`src/rtl/vip_uart_tx_ext_pkg.sv`:
```
// rtl/vip_uart_tx_ext_pkg.sv - shared state encoding and register set for the UART TX VIP
package vip_uart_tx_ext_pkg;

    typedef enum logic [2:0] {
        ST_IDLE   = 3'd0,
        ST_START  = 3'd1,
        ST_DATA   = 3'd2,
        ST_PARITY = 3'd3,
        ST_STOP   = 3'd4
    } tx_state_t;

    // Sized for the widest supported frame (9 payload bits, 32-bit bit period).
    typedef struct packed {
        tx_state_t   state;
        logic [31:0] sample;
        logic [31:0] scaler;
        logic [8:0]  shiftreg;
        logic [3:0]  bitpos;
        logic        par;
        logic        par_en;
        logic        stop2;
        logic        tx;
        logic        overflow;
    } tx_regs_t;

    localparam tx_regs_t TX_REGS_RST = '{
        state:    ST_IDLE,
        sample:   32'd0,
        scaler:   32'd1,
        shiftreg: 9'h1ff,
        bitpos:   4'd0,
        par:      1'b0,
        par_en:   1'b0,
        stop2:    1'b0,
        tx:       1'b1,
        overflow: 1'b0
    };

endpackage

```
`src/rtl/vip_uart_tx_ext_if.sv`:
```
// rtl/vip_uart_tx_ext_if.sv - write handshake into the UART TX VIP FIFO
interface vip_uart_tx_ext_if #(
    parameter int DATA_BITS = 8
);
    logic                 we;
    logic [DATA_BITS-1:0] wdata;
    logic                 wready;

    modport master (output we, output wdata, input wready);
    modport slave  (input we, input wdata, output wready);
endinterface

```
`src/rtl/vip_uart_tx_fifo.sv`:
```
// rtl/vip_uart_tx_fifo.sv - synchronous FIFO with occupancy count, full and empty flags
module vip_uart_tx_fifo #(
    parameter int WIDTH = 8,
    parameter int LOG2  = 2
) (
    input  logic             clk,
    input  logic             rst,
    input  logic             push,
    input  logic [WIDTH-1:0] push_data,
    input  logic             pop,
    output logic [WIDTH-1:0] head,
    output logic [LOG2:0]    count,
    output logic             full,
    output logic             empty
);
    localparam int DEPTH = 1 << LOG2;
    localparam int CNT_W = LOG2 + 1;

    logic [WIDTH-1:0] mem [DEPTH];
    logic [LOG2-1:0]  wr_ptr;
    logic [LOG2-1:0]  rd_ptr;

    assign head  = mem[rd_ptr];
    assign full  = (count == CNT_W'(DEPTH));
    assign empty = (count == '0);

    always_ff @(posedge clk) begin
        if (push) begin
            mem[wr_ptr] <= push_data;
        end
    end

    // Callers gate push with !full and pop with !empty; pointers wrap naturally.
    always_ff @(posedge clk) begin
        if (rst) begin
            wr_ptr <= '0;
            rd_ptr <= '0;
            count  <= '0;
        end else begin
            if (push) begin
                wr_ptr <= wr_ptr + 1'b1;
            end
            if (pop) begin
                rd_ptr <= rd_ptr + 1'b1;
            end
            case ({push, pop})
                2'b10:   count <= count + 1'b1;
                2'b01:   count <= count - 1'b1;
                default: count <= count;
            endcase
        end
    end
endmodule

```
`src/rtl/vip_uart_tx_ext.sv`:
```
// rtl/vip_uart_tx_ext.sv - FIFO-fed UART transmitter with runtime parity/stop selection
// Optional line-break hold-off input is enabled by VIP_UART_TX_BREAK_EN.
module vip_uart_tx_ext
    import vip_uart_tx_ext_pkg::*;
#(
    parameter int DATA_BITS    = 8,
    parameter int FIFO_LOG2    = 2,
    parameter int SCALER_WIDTH = 32
) (
    input  logic                    i_clk,
    input  logic                    i_rst,
    input  logic [SCALER_WIDTH-1:0] i_scaler,
    input  logic                    i_parity_en,
    input  logic                    i_parity_odd,
    input  logic                    i_stop2,
    vip_uart_tx_ext_if.slave        wr,
    output logic                    o_tx,
    output logic                    o_busy,
    output logic                    o_overflow,
    input  logic                    i_clr_ovf,
    output logic [FIFO_LOG2:0]      o_fifo_cnt
`ifdef VIP_UART_TX_BREAK_EN
    ,
    input  logic                    i_break
`endif
);
    tx_regs_t             r;
    logic [DATA_BITS-1:0] head;
    logic                 fifo_full;
    logic                 fifo_empty;
    logic                 push;
    logic                 pop;
    logic                 brk;
    logic                 bit_end;
    logic [8:0]           load_sr;
    logic [31:0]          scaler_eff;

`ifdef VIP_UART_TX_BREAK_EN
    assign brk = i_break;
`else
    assign brk = 1'b0;
`endif

    // Full is the registered count, so a write on a full cycle is dropped even if a pop happens.
    assign push       = wr.we && !fifo_full;
    assign pop        = (r.state == ST_IDLE) && !fifo_empty && !brk;
    assign bit_end    = (r.sample == r.scaler - 32'd1);
    assign scaler_eff = (i_scaler == '0) ? 32'd1 : 32'(i_scaler);

    always_comb begin
        load_sr                 = '1;
        load_sr[DATA_BITS-1:0]  = head;
    end

    vip_uart_tx_fifo #(
        .WIDTH (DATA_BITS),
        .LOG2  (FIFO_LOG2)
    ) u_fifo (
        .clk       (i_clk),
        .rst       (i_rst),
        .push      (push),
        .push_data (wr.wdata),
        .pop       (pop),
        .head      (head),
        .count     (o_fifo_cnt),
        .full      (fifo_full),
        .empty     (fifo_empty)
    );

    // tx is registered from the current state, so the line lags the state by one clock.
    always_ff @(posedge i_clk) begin
        if (i_rst) begin
            r <= TX_REGS_RST;
        end else begin
            r.overflow <= (wr.we && fifo_full) || (r.overflow && !i_clr_ovf);
            if (r.state != ST_IDLE) begin
                r.sample <= bit_end ? 32'd0 : r.sample + 32'd1;
            end
            case (r.state)
                ST_IDLE: begin
                    r.tx <= !brk;
                    if (pop) begin
                        r.state    <= ST_START;
                        r.sample   <= 32'd0;
                        r.bitpos   <= 4'd0;
                        r.shiftreg <= load_sr;
                        r.par      <= (^head) ^ i_parity_odd;
                        r.par_en   <= i_parity_en;
                        r.stop2    <= i_stop2;
                        r.scaler   <= scaler_eff;
                    end
                end
                ST_START: begin
                    r.tx <= 1'b0;
                    if (bit_end) begin
                        r.state <= ST_DATA;
                    end
                end
                ST_DATA: begin
                    r.tx <= r.shiftreg[0];
                    if (bit_end) begin
                        r.shiftreg <= {1'b1, r.shiftreg[8:1]};
                        if (r.bitpos == 4'(DATA_BITS - 1)) begin
                            r.bitpos <= 4'd0;
                            r.state  <= r.par_en ? ST_PARITY : ST_STOP;
                        end else begin
                            r.bitpos <= r.bitpos + 4'd1;
                        end
                    end
                end
                ST_PARITY: begin
                    r.tx <= r.par;
                    if (bit_end) begin
                        r.state <= ST_STOP;
                    end
                end
                ST_STOP: begin
                    r.tx <= 1'b1;
                    // bitpos counts stop bits already sent
                    if (bit_end) begin
                        if (r.stop2 && r.bitpos == 4'd0) begin
                            r.bitpos <= 4'd1;
                        end else begin
                            r.bitpos <= 4'd0;
                            r.state  <= ST_IDLE;
                        end
                    end
                end
                default: begin
                    r.state <= ST_IDLE;
                    r.tx    <= 1'b1;
                end
            endcase
        end
    end

    assign o_tx       = r.tx;
    assign o_overflow = r.overflow;
    assign o_busy     = (r.state != ST_IDLE) || !fifo_empty;
    assign wr.wready  = !fifo_full;
endmodule

```
`src/flat_wrapper.sv`:
```
// flat-port wrapper written by rule: the top's interface ports become plain ports
module vip_uart_tx_ext_flat import vip_uart_tx_ext_pkg::*;
#(
    parameter int DATA_BITS    = 8,
    parameter int FIFO_LOG2    = 2,
    parameter int SCALER_WIDTH = 32
)
  (i_clk, i_rst, i_scaler, i_parity_en, i_parity_odd, i_stop2, o_tx, o_busy, o_overflow, i_clr_ovf, o_fifo_cnt, wr_we, wr_wdata, wr_wready);
  vip_uart_tx_ext_if #(.DATA_BITS(DATA_BITS)) wr_i ();
  input  logic i_clk;
  input  logic i_rst;
  input  logic [SCALER_WIDTH-1:0] i_scaler;
  input  logic i_parity_en;
  input  logic i_parity_odd;
  input  logic i_stop2;
  output logic o_tx;
  output logic o_busy;
  output logic o_overflow;
  input  logic i_clr_ovf;
  output logic [FIFO_LOG2:0] o_fifo_cnt;
  input wire logic [$bits(wr_i.we)-1:0] wr_we;
  input wire logic [$bits(wr_i.wdata)-1:0] wr_wdata;
  output wire logic [$bits(wr_i.wready)-1:0] wr_wready;
  assign wr_i.we = wr_we;
  assign wr_i.wdata = wr_wdata;
  assign wr_wready = wr_i.wready;
  vip_uart_tx_ext #(.DATA_BITS(DATA_BITS), .FIFO_LOG2(FIFO_LOG2), .SCALER_WIDTH(SCALER_WIDTH)) u_core (.i_clk(i_clk), .i_rst(i_rst), .i_scaler(i_scaler), .i_parity_en(i_parity_en), .i_parity_odd(i_parity_odd), .i_stop2(i_stop2), .wr(wr_i), .o_tx(o_tx), .o_busy(o_busy), .o_overflow(o_overflow), .i_clr_ovf(i_clr_ovf), .o_fifo_cnt(o_fifo_cnt));
endmodule
```
`config.mk`:
```
export PLATFORM = sky130hd
export DESIGN_NAME = vip_uart_tx_ext_flat
export DESIGN_NICKNAME = d
export VERILOG_FILES = /design/src/rtl/vip_uart_tx_ext_pkg.sv /design/src/rtl/vip_uart_tx_ext_if.sv /design/src/rtl/vip_uart_tx_fifo.sv /design/src/rtl/vip_uart_tx_ext.sv /design/src/flat_wrapper.sv
export SDC_FILE = /design/constraint.sdc
export NUM_CORES = 1
export LEC_CHECK = 0
export BUFFER_PORTS_ARGS = -buffer_cell sky130_fd_sc_hd__buf_2
export CORE_UTILIZATION = 31
export CTS_CLUSTER_DIAMETER = 30
export DETAILED_ROUTE_END_ITERATION = 7
export GPL_ROUTABILITY_DRIVEN = 0
export SETUP_SLACK_MARGIN = 0.4
export SLEW_MARGIN = 20
export SYNTH_ARGS = -nofsm -noshare
export SYNTH_HDL_FRONTEND = slang
export SYNTH_HIERARCHICAL = 1
export SYNTH_SLANG_ARGS = --single-unit
```
`constraint.sdc`:
```
create_clock -name i_clk -period 4.1 [get_ports i_clk]
set_input_delay 0.615 -clock i_clk [delete_from_list [all_inputs] [get_ports i_clk]]
set_output_delay 0.615 -clock i_clk [all_outputs]
set_load 0.01 [all_outputs]
```
==> results.json <==
{
  "status": "complete, no violations",
  "pin_count": 54,
  "ir_drop_v": 0.000419,
  "p_switching_mw": 2.23,
  "cts_made_buffers": 17,
  "core_um2": 20500,
  "grt_pass1_vias": 5014,
  "async_reset_ff_share_pct": 0,
  "finalCriticalPeriod_ps": 3520,
  "die_w_um": 148,
  "synthesis.nets": 786,
  "rr_worst_depth": 9,
  "critPathCapture": "u_core/r[7]",
  "drive_gt1_share_pct": 16.9,
  "r2r-end": "u_core/r[7]",
  "htreeDepth": 4,
  "drc": 0,
  "grt_max_degree": 49,
  "finalSetupViolations": 0,
  "p_clk_share_pct": 27.8,
  "swShare_pct": 40.1,
  "syn_avg_cell_area_um2": 9.03,
  "fmax_mhz": 284,
  "synth_edf_count": 32,
  "synthAdderAreaFrac_pct": 2.01,
  "antenna_found_initial": 0,
  "cts_tree": "built",
  "wl_per_cell_um": 15.1,
  "start_kind": "flop",
  "antenna_cells": 0,
  "cts_root_buf": "clkbuf_16",
  "rsz0062_at_grt": "no",
  "nNetsFinal": 836,
  "hpwl_um": 11000,
  "final_common_cell": "nand2_1",
  "via_per_inst": 5.12,
  "arrival_ps": 3870,
  "cp_max_fo": 7,
  "cts_sinks": 126,
  "fin_skew_ps": 20.8,
  "worstPathRequired_ps": 4450,
  "synth_top_family_by_area": "simple AND/OR/NAND/NOR gates",
  "synth_mux_area_share_pct": 3.36,
  "insertion_delay_ps": 440,
  "worstMarginPinSlew_ps": 801,
  "portBuffers": 53,
  "fin_crit_sh_pct": 85.9,
  "synth.top_cells.by_area": "dfxtp_1 29%, edfxtp_1 15%, nand2_1 6.1%, xnor2_1 5.1%, xor2_1 4.9%",
  "end_kind": "flop",
  "synth_area_um2": 6580,
  "fp.dieH_um": 148,
  "startpoint": "u_core/r[28]",
  "start_util_pct": 32.1,
  "slew_violations": 0,
  "num_vias": 5441,
  "cts.clk_slew.worst_paths_ps": 70,
  "ys_dominant_reg_cell": "dfxtp_1",
  "final_cell_mix": "106 x nand2_1, 92 x dfxtp_1, 69 x nor2_1",
  "grt_overflow": 0,
  "ctsLongestPathBuffers": 2,
  "grt_first_pass_wirelength_um": 26000,
  "critical_path.max_stage_delay_ps": 710,
  "power.density_nw_per_um2": 707,
  "synth_seq_cells": 126,
  "seq_power_share_pct": 32.5,
  "slew_headroom_pct": 46.1,
  "p_leak_nw": 2.88,
  "yosysTopAreaCell": "dfxtp_1",
  "yosysWarnings": 6,
  "drv_cap": 0,
  "hold_path.class": "input pin to flop",
  "final-hold-violation-count": 0,
  "synth_compound_area_share_pct": 12.4,
  "r2r_slack_ps": 580,
  "setup.worst_path.class": "flop to flop",
  "hp-start": "wr_wdata[2]",
  "synth_top_area_share_pct": 28.6,
  "synthXorXnorAreaFrac_pct": 9.98,
  "routed_wl_um": 16000,
  "setup_tns_ps": 0,
  "timing.critical_path.slowest_stage_cell": "or4_1",
  "ys_types": 74,
  "detail-route-antenna-nets": 0,
  "drt_iter0_markers": 364,
  "combPwrFrac_pct": 39.7,
  "grt_use_total_pct": 15.3,
  "die_area_um2": 21800,
  "p_int_mw": 3.32,
  "netlist_instances": 729,
  "reg2reg_from": "u_core/r[28]",
  "first_pass_iters": 4,
  "path_cells": "or4_1, or4_4, or4_4, a22oi_1, nand4_1, nor4_4, nand3_1, or4_1, a31oi_1",
  "num_rows": 52,
  "synthToLayoutAreaGrowth_pct": 19.2,
  "synth-simple-area-share_pct": 25.1,
  "ys_seq_area_share_pct": 43.2,
  "power_mw": 5.55
}
==> metrics by stage <==
step,instances,instance area [um2],setup slack [ps],hold slack [ps],util (%)
2_1_floorplan,729,6580,508,419,-
3_5_place_dp,1021,7070,238,442,34.5
3_3_place_gp,1021,7070,325,435,34.5
4_1_cts,1056,7720,410,368,37.7
5_1_grt,1062,7850,395,369,38.3
6_report,1062,7850,580,380,38.3
==> power groups by stage <==
stage	logic [mW]	clock network [mW]	registers, mW
6_report	2.20	1.54	1.80
5_1_grt	2.43	1.65	1.85
4_1_cts	2.07	1.58	1.80
3_5_place_dp	2.03	0	1.82
3_3_place_gp	2.02	0	1.82
2_1_floorplan	1.66	0	1.70
==> synthesized netlist by cell type, types with 5 or more instances <==
| cell | n |
|---|---|
| inv_1 | 17 |
| nand2_1 | 107 |
| nor4_1 | 21 |
| a22oi_1 | 6 |
| mux4_2 | 8 |
| edfxtp_1 | 32 |
| nand3_1 | 24 |
| xor2_1 | 37 |
| and3_1 | 10 |
| a21oi_1 | 46 |
| xnor2_1 | 38 |
| a31oi_1 | 5 |
| a21o_1 | 9 |
| nor3_1 | 20 |
| and4_1 | 6 |
| a221o_1 | 7 |
| nor2_1 | 69 |
| and2_1 | 5 |
| nand4_1 | 13 |
| dfxtp_1 | 94 |
| or3_1 | 12 |
| clkbuf_1 | 32 |
| ha_1 | 9 |
| or4_1 | 11 |
| nand3b_1 | 8 |
==> layer usage <==
| metal | vias up | part of all wire [%] | GRT usage, % |
|---|---|---|---|
| met3 | 15 | 5.1 | 3.95 |
| met5 | - | 0 | 0 |
| met4 | 0 | 0.95 | 4.64 |
| li1 | 2732 | - | - |
| met2 | 134 | 45 | 23.1 |
| met1 | 2560 | 49 | 21.2 |
==> what timing repair did <==
item | CTS | global route
gates cloned | 0 | 3
setup endpoints to repair | 40 | 46
buffers inserted | 3 | 3
resized for setup | 8 | 18
pin swaps | 6 | 9
hold buffers | 0 | 0
endpoints found under the hold margin | 0 | 0
==> worst min path at each step <==
stage	endpoint	slack, ps	depth (start not counted)
finish	u_core/u_fifo/mem[1][2]	380	1
global route	u_core/u_fifo/mem[1][2]	370	1
CTS	u_core/u_fifo/mem[3][2]	370	1
detailed placement	u_core/r[17]	440	2
global placement	u_core/r[17]	430	2
floorplan	u_core/r[17]	420	2
==> flip-flops by register name, indices dropped and copies added, names as in the netlist, named ones only <==
| signal | flops |
|---|---|
| u_core/r | 83 |
| u_core/u_fifo/mem | 32 |
| u_core/u_fifo/count | 3 |
| u_core/u_fifo/rd_ptr | 2 |
| u_core/u_fifo/wr_ptr | 2 |
| u_core/o_overflow | 1 |
| u_core/o_tx | 1 |
==> cell families after synthesis <==
group	count (synthesis)
xor+xnor	75
fa+ha+maj	10
flops	126
compound gates	119
mux	12
buf+inv	59
simple gates	328
==> worst max-delay path: cells and delay by family (launching register included) <==
kind / cells / cell delay, ps
AND/OR/NAND/NOR: 7 / 2720
flip-flops: 1 / 370
AO/OA/AOI/OAI: 2 / 340
==> layout make-up <==
class	count	area (um2)
inverter	19	71.3
tap	270	338
clock inverter	15	183
sequential	126	2850
clock buffer	17	425
fill	2056	12600
timing repair buffer	71	437
multi-input combinational	544	3550
(Power assumes the default switching activity.)
